==> src/rtl/bp_cfg_mmio_responder.sv <==
`default_nettype none
// +--------------------------------------------------------------------------+
// | Module   : bp_cfg_mmio_responder                                         |
// | Purpose  : MMIO config responder for core control regs and CCE ucode.    |
// | Revision : 1.0                                                           |
// +--------------------------------------------------------------------------+
module bp_cfg_mmio_responder #(
    parameter int cfg_core_width_p      = 8,
    parameter int cfg_addr_width_p      = 16,
    parameter int cfg_data_width_p      = 32,
    parameter int core_id_p             = 0,
    parameter int inst_width_p          = 48,
    parameter int inst_ram_addr_width_p = 8
) (
    input  logic                                                          clk_i,
    input  logic                                                          reset_n_i,
    input  logic                                                          mem_cmd_v_i,
    input  logic                                                          mem_cmd_wr_i,
    input  logic [cfg_core_width_p+cfg_addr_width_p+cfg_data_width_p-1:0] mem_cmd_data_i,
    output logic                                                          mem_cmd_yumi_o,
    output logic                                                          mem_resp_v_o,
    input  logic                                                          mem_resp_ready_i,
    output logic                                                          mem_resp_wr_o,
    output logic [cfg_data_width_p-1:0]                                   mem_resp_data_o,
    output logic                                                          reset_o,
    output logic                                                          freeze_o,
    output logic                                                          cce_mode_o,
    output logic                                                          icache_mode_o,
    output logic                                                          dcache_mode_o,
    output logic [2*cfg_data_width_p-1:0]                                 start_pc_o,
    output logic                                                          ucode_w_v_o,
    output logic [inst_ram_addr_width_p-1:0]                              ucode_addr_o,
    output logic [inst_width_p-1:0]                                       ucode_data_o
);

    localparam int CORE_W = cfg_core_width_p;
    localparam int ADDR_W = cfg_addr_width_p;
    localparam int DATA_W = cfg_data_width_p;
    localparam int INST_W = inst_width_p;
    localparam int IDX_W  = inst_ram_addr_width_p;
    localparam int HI_W   = inst_width_p - cfg_data_width_p;

    localparam logic [ADDR_W-1:0] ADDR_RESET  = ADDR_W'(1);
    localparam logic [ADDR_W-1:0] ADDR_FREEZE = ADDR_W'(2);
    localparam logic [ADDR_W-1:0] ADDR_CCE    = ADDR_W'(3);
    localparam logic [ADDR_W-1:0] ADDR_ICACHE = ADDR_W'(4);
    localparam logic [ADDR_W-1:0] ADDR_DCACHE = ADDR_W'(5);
    localparam logic [ADDR_W-1:0] ADDR_PC_LO  = ADDR_W'(6);
    localparam logic [ADDR_W-1:0] ADDR_PC_HI  = ADDR_W'(7);
    localparam logic [ADDR_W-1:0] UCODE_BASE  = ADDR_W'(32'h8000);
    localparam logic [CORE_W-1:0] CORE_ID     = CORE_W'(core_id_p);
    localparam logic [CORE_W-1:0] CORE_BCAST  = '1;

    typedef enum logic [1:0] {
        ST_IDLE   = 2'd0,
        ST_DECODE = 2'd1,
        ST_RESP   = 2'd2
    } state_e;

    state_e              state_q, state_d;
    logic                run_q;
    logic                cmd_accept;
    logic                resp_v;
    logic                cmd_wr_q;
    logic [CORE_W-1:0]   cmd_core_q;
    logic [ADDR_W-1:0]   cmd_addr_q;
    logic [DATA_W-1:0]   cmd_data_q;
    logic                resp_wr_q;
    logic [DATA_W-1:0]   resp_data_q;
    logic                reset_q, freeze_q, cce_mode_q, icache_mode_q, dcache_mode_q;
    logic [DATA_W-1:0]   pc_lo_q, pc_hi_q;
    logic [DATA_W-1:0]   ucode_lo_q;
    logic                ucode_w_v_q;
    logic [IDX_W-1:0]    ucode_addr_q;
    logic [INST_W-1:0]   ucode_data_q;
    logic                for_me;
    logic                is_ucode;
    logic                decode_wr;
    logic [ADDR_W-1:0]   ucode_off;
    logic [IDX_W-1:0]    ucode_idx;
    logic [DATA_W-1:0]   rd_data;

    // Gates acceptance until one edge after reset release.
    always_ff @(posedge clk_i or negedge reset_n_i) begin
        if (!reset_n_i) run_q <= 1'b0;
        else            run_q <= 1'b1;
    end

    always_ff @(posedge clk_i or negedge reset_n_i) begin
        if (!reset_n_i) state_q <= ST_IDLE;
        else            state_q <= state_d;
    end

    always_comb begin
        state_d    = state_q;
        cmd_accept = 1'b0;
        resp_v     = 1'b0;
        case (state_q)
            ST_IDLE: begin
                cmd_accept = mem_cmd_v_i & run_q;
                if (cmd_accept) state_d = ST_DECODE;
            end
            ST_DECODE: state_d = ST_RESP;
            ST_RESP: begin
                resp_v = 1'b1;
                if (mem_resp_ready_i) state_d = ST_IDLE;
            end
            default: state_d = ST_IDLE;
        endcase
    end

    assign for_me    = (cmd_core_q == CORE_ID) || (cmd_core_q == CORE_BCAST);
    assign is_ucode  = (cmd_addr_q >= UCODE_BASE);
    assign ucode_off = cmd_addr_q - UCODE_BASE;
    assign ucode_idx = IDX_W'(ucode_off >> 1);
    assign decode_wr = (state_q == ST_DECODE) && cmd_wr_q && for_me;

    always_comb begin
        rd_data = '0;
        if (for_me) begin
            if (is_ucode) begin
                rd_data = cmd_addr_q[0] ? DATA_W'(ucode_data_q[INST_W-1:DATA_W])
                                        : ucode_data_q[DATA_W-1:0];
            end else begin
                case (cmd_addr_q)
                    ADDR_RESET:  rd_data = DATA_W'(reset_q);
                    ADDR_FREEZE: rd_data = DATA_W'(freeze_q);
                    ADDR_CCE:    rd_data = DATA_W'(cce_mode_q);
                    ADDR_ICACHE: rd_data = DATA_W'(icache_mode_q);
                    ADDR_DCACHE: rd_data = DATA_W'(dcache_mode_q);
                    ADDR_PC_LO:  rd_data = pc_lo_q;
                    ADDR_PC_HI:  rd_data = pc_hi_q;
                    default:     rd_data = '0;
                endcase
            end
        end
    end

    always_ff @(posedge clk_i or negedge reset_n_i) begin
        if (!reset_n_i) begin
            cmd_wr_q    <= 1'b0;
            cmd_core_q  <= '0;
            cmd_addr_q  <= '0;
            cmd_data_q  <= '0;
            resp_wr_q   <= 1'b0;
            resp_data_q <= '0;
        end else begin
            if (cmd_accept) begin
                cmd_wr_q                               <= mem_cmd_wr_i;
                {cmd_core_q, cmd_addr_q, cmd_data_q}   <= mem_cmd_data_i;
            end
            // Response fields only change in DECODE, so they stay put through RESP.
            if (state_q == ST_DECODE) begin
                resp_wr_q   <= cmd_wr_q;
                resp_data_q <= cmd_wr_q ? '0 : rd_data;
            end
        end
    end

    always_ff @(posedge clk_i or negedge reset_n_i) begin
        if (!reset_n_i) begin
            reset_q       <= 1'b1;
            freeze_q      <= 1'b1;
            cce_mode_q    <= 1'b0;
            icache_mode_q <= 1'b0;
            dcache_mode_q <= 1'b0;
            pc_lo_q       <= '0;
            pc_hi_q       <= '0;
        end else if (decode_wr && !is_ucode) begin
            case (cmd_addr_q)
                ADDR_RESET:  reset_q       <= cmd_data_q[0];
                ADDR_FREEZE: freeze_q      <= cmd_data_q[0];
                ADDR_CCE:    cce_mode_q    <= cmd_data_q[0];
                ADDR_ICACHE: icache_mode_q <= cmd_data_q[0];
                ADDR_DCACHE: dcache_mode_q <= cmd_data_q[0];
                ADDR_PC_LO:  pc_lo_q       <= cmd_data_q;
                ADDR_PC_HI:  pc_hi_q       <= cmd_data_q;
                default: ;
            endcase
        end
    end

    // High-word write commits with whatever low word is buffered, even if indices differ.
    always_ff @(posedge clk_i or negedge reset_n_i) begin
        if (!reset_n_i) begin
            ucode_lo_q   <= '0;
            ucode_w_v_q  <= 1'b0;
            ucode_addr_q <= '0;
            ucode_data_q <= '0;
        end else begin
            ucode_w_v_q <= decode_wr && is_ucode && cmd_addr_q[0];
            if (decode_wr && is_ucode) begin
                if (cmd_addr_q[0]) begin
                    ucode_addr_q <= ucode_idx;
                    ucode_data_q <= {cmd_data_q[HI_W-1:0], ucode_lo_q};
                end else begin
                    ucode_lo_q <= cmd_data_q;
                end
            end
        end
    end

    assign mem_cmd_yumi_o  = cmd_accept;
    assign mem_resp_v_o    = resp_v;
    assign mem_resp_wr_o   = resp_wr_q;
    assign mem_resp_data_o = resp_data_q;
    assign reset_o         = reset_q;
    assign freeze_o        = freeze_q;
    assign cce_mode_o      = cce_mode_q;
    assign icache_mode_o   = icache_mode_q;
    assign dcache_mode_o   = dcache_mode_q;
    assign start_pc_o      = {pc_hi_q, pc_lo_q};
    assign ucode_w_v_o     = ucode_w_v_q;
    assign ucode_addr_o    = ucode_addr_q;
    assign ucode_data_o    = ucode_data_q;

endmodule
`default_nettype wire
==> config.mk <==
export PLATFORM = sky130hd
export DESIGN_NAME = bp_cfg_mmio_responder
export DESIGN_NICKNAME = d
export VERILOG_FILES = /design/src/rtl/bp_cfg_mmio_responder.sv
export SDC_FILE = /design/constraint.sdc
export NUM_CORES = 1
export LEC_CHECK = 0
export ABC_AREA = 0
export BUFFER_PORTS_ARGS = -buffer_cell sky130_fd_sc_hd__buf_2
export CORE_MARGIN = 5
export CORE_UTILIZATION = 55
export CTS_CLUSTER_SIZE = 24
export DETAILED_ROUTE_END_ITERATION = 10
export PLACE_DENSITY_LB_ADDON = 0.1
export RECOVER_POWER = 50
export SYNTH_ARGS = -nofsm -noshare
export SYNTH_HDL_FRONTEND = slang
export SYNTH_SLANG_ARGS = --single-unit
==> constraint.sdc <==
create_clock -name clk_i -period 3.1 [get_ports clk_i]
set_input_delay 0.155 -clock clk_i [delete_from_list [all_inputs] [get_ports clk_i]]
set_output_delay 0.155 -clock clk_i [all_outputs]
set_load 0.05 [all_outputs]
==> results of run 1 <==
==> final timing paths <==
kind / to / from / depth (start not counted)
max reg2reg: pc_hi_q[14] / state_q[1] / 5
max in group asynchronous: ucode_data_o[15] / reset_n_i / 3
min in group clk_i: cmd_data_q[7] / mem_cmd_data_i[7] / 3
min reg2reg: ucode_lo_q[30] / ucode_lo_q[30] / 1
min: ucode_w_v_o / reset_n_i / 2
max: pc_hi_q[14] / state_q[1] / 5
==> metrics by stage <==
stage / power [W] / util / setup slack (ps)
floorplan: 0.004220 / - / 1085
global placement: 0.004495 / 0.6315 / 832.0
detailed placement: 0.004556 / 0.6315 / 778.5
CTS: 0.007554 / 0.7072 / 777.0
global route: 0.007769 / 0.6989 / 561.3
finish: 0.007473 / 0.6989 / 772.3
==> flip-flops by register name, indices dropped and copies added, names as in the netlist <==
name	flops
cmd_core_q	8
cmd_wr_q	1
freeze_o	1
ucode_addr_o	8
icache_mode_o	1
run_q	1
mem_resp_wr_o	1
dcache_mode_o	1
cmd_addr_q	16
ucode_data_o	48
cce_mode_o	1
state_q	2
cmd_data_q	32
ucode_lo_q	32
pc_lo_q	32
ucode_w_v_o	1
reset_o	1
mem_resp_data_o	32
pc_hi_q	32
==> layer usage <==
layer / wire length, um / part of all wire
met4: 815 / 0.032
met3: 1860 / 0.073
met1: 10320 / 0.41
met5: 0 / 0
met2: 12470 / 0.49
==> synth_stat cells, types with 3 or more instances <==
master	number
a2111oi_0	3
nand4_1	6
nand2_1	38
a211oi_2	4
buf_2	9
nor3_1	4
mux2_2	166
mux2_1	64
dfrtp_1	249
buf_4	8
mux2i_1	33
o21ai_0	34
clkbuf_1	18
buf_6	6
inv_1	3
a22o_1	31
==> final cells by class <==
class | instances | area, um2 | share of cell area
Inverter | 3 | 11.26 | 0.0008642
Timing Repair Buffer | 298 | 1765 | 0.1355
Sequential cell | 251 | 6287 | 0.4825
Clock inverter | 7 | 65.06 | 0.004993
Tap cell | 234 | 292.8 | 0.02247
Clock buffer | 38 | 744.5 | 0.05713
Multi-Input combinational cell | 406 | 3864 | 0.2965
==> report_power, final <==
part | leakage, nW | switching, W | internal, W
Combinational | 2.61 | 0.000378 | 0.000372
Clock | 0.396 | 0.00120 | 0.00174
Sequential | 3.37 | 0.000284 | 0.00351
==> worst max-delay path, stage by stage (launching register included) <==
cell	delay, ps
dfrtp_1	420
nand3b_1	360
or3b_1	530
a211oi_4	220
buf_12	240
mux2_2	370
==> cells by family after synthesis <==
family | Yosys count
AO/OA/AOI/OAI | 78
buffers and inverters | 45
flip-flops | 251
multiplexers | 263
other | 1
AND/OR/NAND/NOR | 64
==> timing repair <==
action | in CTS | in global routing
hold buffers | 60 | 0
setup buffers | 0 | 0
endpoints found under the hold margin | 160 | 0
==> cell usage in the layout, fill, tap and decap left out, types with 4 or more instances in the layout <==
master | Yosys | final
a211oi_4 | 1 | 5
a22o_1 | 31 | 31
buf_12 | 0 | 5
buf_2 | 9 | 109
buf_4 | 8 | 11
clkbuf_1 | 18 | 117
clkbuf_16 | 0 | 25
clkbuf_8 | 0 | 7
clkinv_2 | 0 | 4
dfrtp_1 | 249 | 248
dlygate4sd3_1 | 0 | 60
mux2_1 | 64 | 64
mux2_2 | 166 | 166
mux2i_1 | 33 | 33
nand2_1 | 38 | 38
nand4_1 | 6 | 6
o21ai_0 | 34 | 34
==> flow_metrics.tcl, run 1 <==
set metrics [dict create \
    final_nets 1046 \
    cts-root-buf "clkbuf_16" \
    post-route-period-util 0.7509 \
    use_met1 0.3097 \
    fin_skew_ps 15.51 \
    ctsHtreeMaxLevel 1 \
    drive_above_1_share 0.3460 \
    grt_pass1_wl_um 41340 \
    grt-busiest-layer "met2" \
    crit_arrival_ps 2710 \
    grtUsageMet3 0.04812 \
    diodes 0 \
    synth_top_family_by_area "multiplexers" \
    synth-xor-area-share 0 \
    whs_ps 283.1 \
    clkTransAtPathRegs_ps 60 \
    synth_top_cell_area_share 0.6013 \
    max_freq_mhz 429.6 \
    core_um2 18640 \
    cts_tree "done" \
    fin_crit_ps 2328 \
    cap_violations 0 \
    yosysWarnings 0 \
    finalSetupTns_ps 0 \
    relSlewSlack 0.1086 \
    initial_core_util 0.5558 \
    wire_per_inst_um 20.59 \
    hold_viol 0 \
    dpl_cell_area_um2 11770 \
    r2r_setup_slack_ps 770 \
    async_flop_share 1.000 \
    slew_viol_final 0 \
    vias 6929 \
    yosys-top-cells-area "dfrtp_1 (60%), mux2_2 (18%), mux2_1 (7.0%)" \
    ys_ff_latch 251 \
    drc 0 \
    crit_path_max_fanout 32 \
    dieArea_um2 21690 \
    setup_viol 0 \
    hpwl_um 16440 \
    overflow 0 \
    grtUsageMet2 0.3993 \
    clock-sinks 251 \
    yosys.area_share.simple 0.03127 \
    synth_edf_count 0 \
    synth_largest_area_cell "dfrtp_1" \
    crit_path_start_kind "flip-flop" \
    synth_compound_area_frac 0.05554 \
    avgSynthCellArea_um2 14.76 \
    viasPerCell 5.601 \
    syn_inst 702 \
    drt-pass1-iter-count 4 \
    num_rows 50 \
    tightestPinTransition_ps 1337 \
    dp_cells 1132 \
    die_h_um 147.3 \
    drt_iter0_markers 278 \
    synth_ff_type "dfrtp_1" \
    status "completed" \
    grt_pass1_vias 7574 \
    seq_area_frac_synth 0.6064 \
    ant_nets 0 \
    synthMuxAreaShare 0.2818 \
    fin_area_um2 13030 \
    crit_required_ps 3480 \
    cts_buffer_depth 3 \
    antenna_found_initial 0 \
    ir_drop_uv 468.7 \
    power_density_nw_per_um2 573.5 \
    synth_cell_types 36 \
    end_kind "flip-flop" \
    ios 222 \
    io_buffers 221 \
    routed_wl_um 25470 \
    gp_congestion 0.8191 \
    area_delta_synth_final_pct 25.74 \
    synth.cell_area_um2 10360 \
    synthAdderAreaFrac 0 \
    hp-class "in -> async" \
    grt_use_total 0.2373 \
    leakagePower_nw 6.372 \
    grt_max_degree 106 \
    critPathKind "reg -> reg" \
    cts_buffers 25 \
    cts_resized 0 \
    clock_latency_ps 500 \
    syn-num-nets 763 \
    layout.cells.non_filler 1237 \
    die_w_um 147.3 \
    rsz0062_at_grt "no" \
    num-fill-cells 1346 \
]
(Power assumes the default switching activity.)
==> inputs of run 2 (changes only) <==
Settings changed: ABC_AREA 0 to 1, CORE_UTILIZATION 55 to 50.
Clock period 3.1 ns to 1.91 ns, I/O delays scaled along.
==> flow_metrics.tcl, run 2 <==
set metrics [dict create \
    fin_skew_ps 17.36 \
    drt-pass1-iter-count 5 \
    post-place-ws_ps 102.5 \
    crit_required_ps 2360 \
    final_cell_mix "nand2_1 (657), dfrtp_1 (247), buf_2 (153)" \
    synth_top_cell_area_share 0.5757 \
    routed_wl_um 32460 \
    cts_tree "done" \
    drc 0 \
    yosys-top-cells-area "dfrtp_1 (58%), nand2_1 (23%), nand3_1 (5.9%)" \
    power_density_nw_per_um2 904.7 \
    grt_max_degree 67 \
    largest_reg_flops 48 \
    dieArea_um2 24690 \
    final_nets 1640 \
    ctsHtreeMaxLevel 1 \
    worst_slack_ps 45.23 \
    crit_arrival_ps 2310 \
    yosysMostFrequentCell "nand2_1" \
    setup_viol 0 \
    viasPerCell 5.299 \
    drt_iter0_markers 863 \
    antenna_found_initial 0 \
    cts_buffer_depth 3 \
    fin_crit_ps 1865 \
    end_kind "flip-flop" \
    core_um2 21150 \
    hp-class "in -> reg" \
    avgSynthCellArea_um2 8.218 \
    overflow 0 \
    die_w_um 157.1 \
    slew_viol_final 0 \
    fin_util 0.6577 \
    status "completed" \
    seq_area_frac_synth 0.5806 \
    grtUsageMet2 0.4211 \
    synth_commonest_cells "nand2_1 (660), dfrtp_1 (249), nand3_1 (128), nand4_1 (88), clkbuf_1 (62)" \
    yosysWarnings 0 \
    ios 222 \
    cts_buffers 27 \
    gp_congestion 0.7995 \
    crit_path_max_fanout 66 \
    grt_pass1_vias 9906 \
    initial_core_util 0.5116 \
    grt_use_total 0.2587 \
    drive_above_1_share 0.1654 \
    vias 9915 \
    layout_commonest_cell "nand2_1" \
    synth_ff_type "dfrtp_1" \
    cts-root-buf "clkbuf_16" \
    hpwl_um 20470 \
    whs_ps 58.98 \
    ys_ff_latch 251 \
    async_flop_share 1.000 \
    relSlewSlack 0.02916 \
    leakagePower_nw 7.711 \
    wire_per_inst_um 17.35 \
    synth_edf_count 0 \
    ant_nets 0 \
    diodes 0 \
    tightestPinTransition_ps 1456 \
    grt-busiest-layer "met2" \
    synth.cell_area_um2 10820 \
    layout.cells.non_filler 1871 \
    use_met1 0.3625 \
    critPathKind "reg -> reg" \
    clkTransAtPathRegs_ps 60 \
    clock_latency_ps 530 \
    area_delta_synth_final_pct 28.55 \
    cap_violations 0 \
    clock-sinks 251 \
    synth_cell_types 21 \
    ir_drop_uv 563.2 \
    num_rows 53 \
    rsz0062_at_grt "yes" \
    max_freq_mhz 536.3 \
    hold_viol 0 \
    die_h_um 157.1 \
    crit_path_start_kind "flip-flop" \
    grt_pass1_wl_um 51930 \
    num-fill-cells 1832 \
    syn_inst 1317 \
    dp_cells 1759 \
    synth_largest_area_cell "dfrtp_1" \
    grtUsageMet3 0.05169 \
    io_buffers 221 \
    syn-num-nets 1378 \
    post-route-period-util 0.9763 \
]
run 2: logic make-up after synthesis:
| group | Yosys count | synth area share |
|---|---|---|
| AO/OA/AOI/OAI | 41 | 0.02266 |
| buffers and inverters | 113 | 0.04220 |
| flip-flops | 251 | 0.5806 |
| other | 1 | 0.0003465 |
| AND/OR/NAND/NOR | 911 | 0.3542 |
run 2: layout make-up:
cell class,count,area (um2),share of cell area
Sequential cell,251,6289,0.4520
Multi-Input combinational cell,953,4120,0.2961
Timing Repair Buffer,326,2267,0.1629
Clock buffer,40,784.5,0.05639
Tap cell,275,344.1,0.02473
Inverter,20,78.83,0.005665
Clock inverter,6,30.03,0.002158
run 2: through the flow:
stage	setup TNS (ps)	area [um2]	total power, W
6_report	0	13910	0.01259
2_1_floorplan	0	10820	0.006982
4_1_cts	0	13860	0.01266
5_1_grt	-66.12	13910	0.01314
3_3_place_gp	0	12460	0.007674
3_5_place_dp	0	12460	0.007705
run 2: repair_timing:
action / 4_1_cts / 5_1_grt
setup endpoints to repair: 0 / 36
hold endpoints to repair: 307 / 0
hold buffers: 59 / 0
buffers inserted: 0 / 4
resized for setup: 0 / 7
run 2: critical path: stages, from the launching register on:
cell     delay [ps]
dfrtp_4         440
buf_4           130
buf_12          270
buf_4           460
nand3_1         200
nand3_1         120
nand2_1          60
nand2_1          60
run 2: final timing paths:
kind                       slack, ps  cells past startpoint                  end      startpoint
max                               50                      7  mem_resp_data_o[22]  cmd_addr_q[15]
min                               60                      5        cmd_core_q[1]     mem_cmd_v_i
max reg2reg                       50                      7  mem_resp_data_o[22]  cmd_addr_q[15]
min reg2reg                      470                      2        ucode_lo_q[1]   ucode_lo_q[1]
max in group asynchronous        330                      3          pc_hi_q[23]       reset_n_i
min in group asynchronous        440                      2      ucode_data_o[7]       reset_n_i
run 2: report_power, final:
part	leakage (nW)	internal, W	switching, W
sequential	3.40	0.00566	0.000371
clock	0.408	0.00281	0.00204
combinational	3.90	0.000556	0.00115
total	7.71	0.00903	0.00356
run 2: per-layer routing:
layer,part of all wire,vias up
met3,0.077,36
met1,0.44,4759
met2,0.47,346
met5,0,-
met4,0.015,0
li1,-,4774
